## src/rtl/pc_fetch_controller_if.sv

```systemverilog
// Bus bundle between the fetch controller and its neighbours: the
// program_counter (pc_count in; increment/jump_set/jumpcount out), the
// instruction memory (req/addr/ack/rdata), the execute stage
// (instr/instr_valid in, exec_done/branch_* back), plus start/halt control
// and the halted/fault/retired status.
//   master : the fetch controller side
//   slave  : the environment side (PC, memory, execute unit, control)
interface pc_fetch_controller_if #(
    parameter int ADDR_W  = 16,
    parameter int INSTR_W = 16
);
    logic               start;
    logic               halt_req;
    logic [ADDR_W-1:0]  pc_count;
    logic               pc_increment;
    logic               pc_jump_set;
    logic [ADDR_W-1:0]  pc_jumpcount;
    logic               mem_req;
    logic [ADDR_W-1:0]  mem_addr;
    logic               mem_ack;
    logic [INSTR_W-1:0] mem_rdata;
    logic [INSTR_W-1:0] instr;
    logic               instr_valid;
    logic               exec_done;
    logic               branch_taken;
    logic [ADDR_W-1:0]  branch_target;
    logic               halted;
    logic               fault;
    logic [15:0]        retired;

    modport master (
        input  start, halt_req, pc_count, mem_ack, mem_rdata,
               exec_done, branch_taken, branch_target,
        output pc_increment, pc_jump_set, pc_jumpcount, mem_req, mem_addr,
               instr, instr_valid, halted, fault, retired
    );

    modport slave (
        output start, halt_req, pc_count, mem_ack, mem_rdata,
               exec_done, branch_taken, branch_target,
        input  pc_increment, pc_jump_set, pc_jumpcount, mem_req, mem_addr,
               instr, instr_valid, halted, fault, retired
    );
endinterface

```

## src/rtl/pc_fetch_controller.sv

```systemverilog
// Instruction-fetch sequencer. Requests the instruction at the current PC,
// captures it, hands it to the execute stage, then increments or redirects
// the PC based on branch resolution. Reports halt, memory-timeout fault and
// a retired-instruction count.
// Ports:
//   clock : system clock, rising edge
//   reset : asynchronous active-low reset
//   bus   : pc_fetch_controller_if.master (PC control, memory read,
//           execute handshake, start/halt control, status)
//
// state    | meaning
// ---------+--------------------------------------------------------------
// S_IDLE   | after reset, waits for start
// S_REQ    | mem_req high at pc_count, waits for mem_ack (timeout -> FAULT)
// S_ISSUE  | instr_valid pulse; HALT opcode skips execution
// S_EXEC   | waits for exec_done, latches branch decision
// S_UPDATE | one-cycle PC increment or jump, retired count advances
// S_HALT   | halted, start resumes fetching
// S_FAULT  | memory timeout, only reset leaves
module pc_fetch_controller #(
    parameter int         ADDR_W      = 16,
    parameter int         INSTR_W     = 16,
    parameter logic [3:0] HALT_OPCODE = 4'hF,
    parameter int         TIMEOUT     = 8
) (
    input  logic                  clock,
    input  logic                  reset,
    pc_fetch_controller_if.master bus
);

    typedef enum logic [2:0] {
        S_IDLE,
        S_REQ,
        S_ISSUE,
        S_EXEC,
        S_UPDATE,
        S_HALT,
        S_FAULT
    } state_t;

    // Counter only needs to hold 0 .. TIMEOUT-1.
    localparam int             TW      = (TIMEOUT > 1) ? $clog2(TIMEOUT) : 1;
    localparam logic [TW-1:0]  TO_LAST = TW'(TIMEOUT - 1);

    state_t             state, state_nx;
    logic [TW-1:0]      to_cnt;
    logic               halt_pending;
    logic               halt_set;
    logic               halt_op;
    logic [INSTR_W-1:0] instr_q;
    logic [15:0]        retired_q;

    logic               inc_q, inc_nx;
    logic               jump_q, jump_nx;
    logic [ADDR_W-1:0]  jc_q, jc_nx;
    logic               iv_q, iv_nx;

    assign halt_op  = (instr_q[INSTR_W-1 -: 4] == HALT_OPCODE);
    assign halt_set = bus.halt_req &&
                      (state inside {S_REQ, S_ISSUE, S_EXEC, S_UPDATE});

    always_ff @(posedge clock or negedge reset) begin
        if (!reset) begin
            state <= S_IDLE;
        end else begin
            state <= state_nx;
        end
    end

    // The PC-control and instr_valid outputs are registered: their next
    // values are decoded alongside the transition into UPDATE/ISSUE so
    // they are high exactly while the FSM sits in that state.
    always_comb begin
        state_nx = state;
        inc_nx   = 1'b0;
        jump_nx  = 1'b0;
        jc_nx    = '0;
        iv_nx    = 1'b0;
        case (state)
            S_IDLE: begin
                if (bus.start) state_nx = S_REQ;
            end
            S_REQ: begin
                if (bus.mem_ack) begin
                    state_nx = S_ISSUE;
                    iv_nx    = 1'b1;
                end else if (to_cnt == TO_LAST) begin
                    state_nx = S_FAULT;
                end
            end
            S_ISSUE: begin
                if (halt_op) begin
                    state_nx = S_UPDATE;
                    inc_nx   = 1'b1;
                end else begin
                    state_nx = S_EXEC;
                end
            end
            S_EXEC: begin
                if (bus.exec_done) begin
                    state_nx = S_UPDATE;
                    if (bus.branch_taken) begin
                        jump_nx = 1'b1;
                        jc_nx   = bus.branch_target;
                    end else begin
                        inc_nx  = 1'b1;
                    end
                end
            end
            S_UPDATE: begin
                // A halt request arriving in UPDATE itself still stops
                // fetching after this instruction.
                state_nx = (halt_pending || bus.halt_req) ? S_HALT : S_REQ;
            end
            S_HALT: begin
                if (bus.start) state_nx = S_REQ;
            end
            S_FAULT: begin
                state_nx = S_FAULT;
            end
            default: begin
                state_nx = S_IDLE;
            end
        endcase
    end

    always_ff @(posedge clock or negedge reset) begin
        if (!reset) begin
            inc_q  <= 1'b0;
            jump_q <= 1'b0;
            jc_q   <= '0;
            iv_q   <= 1'b0;
        end else begin
            inc_q  <= inc_nx;
            jump_q <= jump_nx;
            jc_q   <= jc_nx;
            iv_q   <= iv_nx;
        end
    end

    // Consecutive unacknowledged REQ cycles; cleared outside REQ and on ack.
    always_ff @(posedge clock or negedge reset) begin
        if (!reset) begin
            to_cnt <= '0;
        end else if (state == S_REQ && !bus.mem_ack) begin
            to_cnt <= to_cnt + TW'(1);
        end else begin
            to_cnt <= '0;
        end
    end

    always_ff @(posedge clock or negedge reset) begin
        if (!reset) begin
            halt_pending <= 1'b0;
        end else if (state == S_HALT && bus.start) begin
            halt_pending <= 1'b0;
        end else if (halt_set || (state == S_ISSUE && halt_op)) begin
            halt_pending <= 1'b1;
        end
    end

    always_ff @(posedge clock or negedge reset) begin
        if (!reset) begin
            instr_q <= '0;
        end else if (state == S_REQ && bus.mem_ack) begin
            instr_q <= bus.mem_rdata;
        end
    end

    always_ff @(posedge clock or negedge reset) begin
        if (!reset) begin
            retired_q <= '0;
        end else if (state == S_UPDATE) begin
            retired_q <= retired_q + 16'd1;
        end
    end

    // Decoded straight from the state register so the async reset drops
    // mem_req without waiting for a clock edge.
    assign bus.mem_req      = (state == S_REQ);
    assign bus.mem_addr     = (state == S_REQ) ? bus.pc_count : '0;
    assign bus.halted       = (state == S_HALT);
    assign bus.fault        = (state == S_FAULT);
    assign bus.instr        = instr_q;
    assign bus.instr_valid  = iv_q;
    assign bus.pc_increment = inc_q;
    assign bus.pc_jump_set  = jump_q;
    assign bus.pc_jumpcount = jc_q;
    assign bus.retired      = retired_q;

endmodule

```

## src/flat_wrapper.sv

```systemverilog
// flat-port wrapper written by rule: the top's interface ports become plain ports
module pc_fetch_controller_flat 
#(
    parameter int         ADDR_W      = 16,
    parameter int         INSTR_W     = 16,
    parameter logic [3:0] HALT_OPCODE = 4'hF,
    parameter int         TIMEOUT     = 8
)
  (clock, reset, bus_start, bus_halt_req, bus_pc_count, bus_mem_ack, bus_mem_rdata, bus_exec_done, bus_branch_taken, bus_branch_target, bus_pc_increment, bus_pc_jump_set, bus_pc_jumpcount, bus_mem_req, bus_mem_addr, bus_instr, bus_instr_valid, bus_halted, bus_fault, bus_retired);
  pc_fetch_controller_if #(.ADDR_W(ADDR_W), .INSTR_W(INSTR_W)) bus_i ();
  input  logic clock;
  input  logic reset;
  input wire logic [$bits(bus_i.start)-1:0] bus_start;
  input wire logic [$bits(bus_i.halt_req)-1:0] bus_halt_req;
  input wire logic [$bits(bus_i.pc_count)-1:0] bus_pc_count;
  input wire logic [$bits(bus_i.mem_ack)-1:0] bus_mem_ack;
  input wire logic [$bits(bus_i.mem_rdata)-1:0] bus_mem_rdata;
  input wire logic [$bits(bus_i.exec_done)-1:0] bus_exec_done;
  input wire logic [$bits(bus_i.branch_taken)-1:0] bus_branch_taken;
  input wire logic [$bits(bus_i.branch_target)-1:0] bus_branch_target;
  output wire logic [$bits(bus_i.pc_increment)-1:0] bus_pc_increment;
  output wire logic [$bits(bus_i.pc_jump_set)-1:0] bus_pc_jump_set;
  output wire logic [$bits(bus_i.pc_jumpcount)-1:0] bus_pc_jumpcount;
  output wire logic [$bits(bus_i.mem_req)-1:0] bus_mem_req;
  output wire logic [$bits(bus_i.mem_addr)-1:0] bus_mem_addr;
  output wire logic [$bits(bus_i.instr)-1:0] bus_instr;
  output wire logic [$bits(bus_i.instr_valid)-1:0] bus_instr_valid;
  output wire logic [$bits(bus_i.halted)-1:0] bus_halted;
  output wire logic [$bits(bus_i.fault)-1:0] bus_fault;
  output wire logic [$bits(bus_i.retired)-1:0] bus_retired;
  assign bus_i.start = bus_start;
  assign bus_i.halt_req = bus_halt_req;
  assign bus_i.pc_count = bus_pc_count;
  assign bus_i.mem_ack = bus_mem_ack;
  assign bus_i.mem_rdata = bus_mem_rdata;
  assign bus_i.exec_done = bus_exec_done;
  assign bus_i.branch_taken = bus_branch_taken;
  assign bus_i.branch_target = bus_branch_target;
  assign bus_pc_increment = bus_i.pc_increment;
  assign bus_pc_jump_set = bus_i.pc_jump_set;
  assign bus_pc_jumpcount = bus_i.pc_jumpcount;
  assign bus_mem_req = bus_i.mem_req;
  assign bus_mem_addr = bus_i.mem_addr;
  assign bus_instr = bus_i.instr;
  assign bus_instr_valid = bus_i.instr_valid;
  assign bus_halted = bus_i.halted;
  assign bus_fault = bus_i.fault;
  assign bus_retired = bus_i.retired;
  pc_fetch_controller #(.ADDR_W(ADDR_W), .INSTR_W(INSTR_W), .HALT_OPCODE(HALT_OPCODE), .TIMEOUT(TIMEOUT)) u_core (.clock(clock), .reset(reset), .bus(bus_i));
endmodule
```

## config.mk

```make
export PLATFORM = sky130hd
export DESIGN_NAME = pc_fetch_controller_flat
export DESIGN_NICKNAME = d
export VERILOG_FILES = /design/src/rtl/pc_fetch_controller_if.sv /design/src/rtl/pc_fetch_controller.sv /design/src/flat_wrapper.sv
export SDC_FILE = /design/constraint.sdc
export NUM_CORES = 1
export LEC_CHECK = 0
export CAP_MARGIN = 10
export CELL_PAD_IN_SITES_DETAIL_PLACEMENT = 1
export CELL_PAD_IN_SITES_GLOBAL_PLACEMENT = 1
export CORE_ASPECT_RATIO = 1.4
export CORE_MARGIN = 2
export CORE_UTILIZATION = 33
export CTS_CLUSTER_DIAMETER = 200
export DETAILED_ROUTE_END_ITERATION = 10
export GPL_ROUTABILITY_DRIVEN = 0
export GPL_TIMING_DRIVEN = 0
export PLACE_DENSITY_LB_ADDON = 0.08
export SLEW_MARGIN = 20
export SYNTH_ARGS = -nofsm -noshare
export SYNTH_HDL_FRONTEND = slang
export SYNTH_SLANG_ARGS = --single-unit
```

## constraint.sdc

```tcl
create_clock -name clock -period 2.9 [get_ports clock]
set_clock_uncertainty 0.05 [all_clocks]
set_input_delay 0.58 -clock clock [delete_from_list [all_inputs] [get_ports clock]]
set_output_delay 0.58 -clock clock [all_outputs]
set_load 0.05 [all_outputs]
```

==> results.toml <==
[cts]
cts_buffers = 9
clock_path_buffers = 2
htree_levels = 3
clk_latency_ns = 0.34
cts_tree = "yes"
post_cts_buffers = 0
ctsHoldBuffers = 0
cts_sinks = 58
clock-root-buffer = "clkbuf_8"
clkSlewWorstSetupHoldPaths_ns = 0.07
post_cts_resize_count = 25

[worst_setup_path]
path_max_fanout = 10
endpoint_kind = "output pin"
required_ns = 2.27
critPathBufInv = 2
ff2ff_setup_slack_ns = 1.05
worst_setup_path_start_kind = "flip-flop"
crit_family = "buffers and inverters"
crit_slowest_cell = "dlygate4sd2_1"
path_class = "flip-flop to output pin"
critPathArrivalTime_ns = 2.07
crit_chain = "nor2b_2, and2b_1, clkbuf_1, dlygate4sd2_1"
max_stage_delay_ns = 0.57

[final_layout]
finalInstanceArea_um2 = 4130
drive_gt1_share_pct = 17.9
ff_latch_area_um2 = 1450
multi_input_area_um2 = 1060
final_common_cell = "clkdlybuf4s50_1"
final_cell_mix = "clkdlybuf4s50_1 (104), dfrtp_1 (58), and2_1 (34)"
final_util_pct = 53.6
finalNetCount = 405
area_growth_pct = 59.4
n_antenna_cell = 0
fill_cells = 839

[placed_design]
place_area_um2 = 3970
portBuffers = 124
dp_hpwl_um = 5160

[detailed_routing]
vias = 2065
wl_met2_um = 3530
wl_per_cell_um = 14.9
wl_met3_um = 435
post-route-drc-count = 0
vias_per_cell = 4.58
drt-total-wl_um = 6720
wl_met1_um = 2620
drt_iter0_markers = 55
dr.max_layer_used = "met4"
ant_nets = 0
dr.pass1.iters = 4

[min_path]
hold_class = "primary input to async pin"

[logic_synthesis]
yosysTopAreaCellShare_pct = 56.1
synth_nets = 269
synth.yosys.seq_area_share_pct = 56.1
ys_ff_latch = 58
synth_cell_type_count = 39
synthTopCellsByArea = "dfrtp_1 (56%), and2_1 (8.2%), mux2_4 (5.2%), mux2_2 (3.5%), xnor2_1 (2.7%)"
avgSynthCellArea_um2 = 12.3
yosysTopAreaCell = "dfrtp_1"
yosys_warnings = 0
synth_cells = 211
syn-cell-area_um2 = 2590

[pwr]
p_per_area_nw_per_um2 = 995
p_sw_share_pct = 44.4
p_seq_share_pct = 28.6
irDropWorstVdd_mv = 0.485
p_int_uw = 2280
power_uw = 4100
power.share.clock_pct = 20.0
leakagePower_uw = 0.00187
power.switching_uw = 1820
pwr-share-comb_pct = 51.4

[grt]
grt_max_degree = 40
grt_overflow = 0
grt_pass1_vias = 2214
grt_pass1_wl_um = 10900
antenna_found_initial = 0
track_usage_pct = 16.9

[timing]
rsz0062_at_grt = "false"
tns_ns = 0
maxSlewHeadroom_pct = 64.3
worstMarginPinSlew_ns = 0.533
hold_viol = 0
max_clock_freq_mhz = 370
finalSetupViolations = 0
min_period_over_period_pct = 93.2
slew_violations = 0
min_period_ns = 2.70

[die]
pin_count = 125
coreArea_um2 = 7700
dieHeight_um = 109
num_rows = 38
die-area_um2 = 8580
die_x_um = 78.9
initial_utilization_pct = 33.6

[run]
drv_cap = 0

[outcome]
status = "completed"
==> worst reg2reg max path, cell delays in order (launching register included) <==
cell and delay (ns):
dfrtp_1 0.46, nor2b_2 0.25, and2b_1 0.18, and2_1 0.14
buf_6 0.14, buf_6 0.19, mux2_4 0.32
==> final timing paths <==
path,startpoint,endpoint,cells past startpoint
setup reg to reg,u_core.state[0],u_core.bus.instr[11],6
hold reg to reg,u_core.to_cnt[0],u_core.to_cnt[0],1
min in group clock,u_core.to_cnt[0],u_core.to_cnt[0],1
max in group asynchronous,reset,u_core.state[0],2
hold / removal,reset,u_core.bus.retired[6],1
setup / recovery,u_core.state[0],bus_mem_req,4
==> final cells by class <==
cell class | instances | area share [%]
plain buffers | 10 | 1.33
repair buffers | 125 | 28.8
flip-flops and latches | 58 | 35.2
inverters | 5 | 0.455
clock buffers | 14 | 4.67
multi-input cells | 138 | 25.8
clock inverters | 1 | 0.728
well taps | 100 | 3.03
==> registers in the layout (all words and copies together) (netlist names) <==
register and count:
u_core.bus.pc_jumpcount 16, u_core.bus.instr 16, u_core.to_cnt 3, u_core.bus.instr_valid 1
u_core.halt_pending 1, u_core.state 3, u_core.bus.retired 16, u_core.bus.pc_increment 1
u_core.bus.pc_jump_set 1
==> synth_stat cells <==
cell,n
nor2_1,7
buf_6,2
o22ai_1,1
nor2b_1,2
buf_2,2
mux2_4,9
a21oi_1,2
nor4_2,2
nand3_1,4
nor3b_4,1
xnor2_1,8
and2b_1,1
nor3_1,5
clkbuf_1,6
and2_1,34
a211oi_1,1
or3_1,2
and4_1,3
nor3_2,3
dfrtp_1,58
ha_1,3
nand4_4,1
a21o_1,1
a2bb2oi_1,1
mux2_2,8
and3_1,3
and3b_1,3
nand4_1,2
a221oi_1,2
o21ai_0,4
inv_1,5
o2bb2ai_1,1
nor3b_1,1
nand3_2,1
o31ai_1,1
xor2_1,7
nor2b_2,1
a311oi_1,1
nand2_1,12
==> cell families (layout without fill, tap and decap cells) <==
| group | after synthesis | count (layout) | synth area share, % |
|---|---|---|---|
| adders and majority gates | 3 | 3 | 1.45 |
| DFF | 58 | 58 | 56.1 |
| buffers and inverters | 15 | 155 | 2.85 |
| and+or+nand+nor | 88 | 88 | 21.9 |
| AOI/OAI and AO/OA | 15 | 15 | 3.96 |
| muxes | 17 | 17 | 8.70 |
| xor gates and xnor gates | 15 | 15 | 5.08 |
==> through the flow <==
stage	hold WS, ns	std cells	worst slack (ns)
after floorplan	0.234	211	0.408
after global placement	0.370	435	-0.736
after detailed placement	0.380	436	0.0853
after CTS	0.0443	451	0.00772
after global routing	0.0575	451	0.0629
final	0.0617	451	0.197
==> layer usage <==
layer  global-route usage [%]  vias to the layer above
met3                     5.88                       11
met4                     7.64                        0
met1                     19.3                      983
met5                        0                        -
met2                     28.4                       89
li1                         -                      982
==> power by group through the flow <==
| stage | Clock, uW | Sequential (uW) | Combinational, uW |
|---|---|---|---|
| finish | 819 | 1170 | 2110 |
| global route | 886 | 1200 | 2230 |
| CTS | 851 | 1180 | 2160 |
| detailed placement | 0 | 1190 | 2210 |
| global placement | 0 | 1180 | 2180 |
| floorplan | 0 | 1730 | 908 |
No activity file was read; power rests on OpenSTA's default activity.
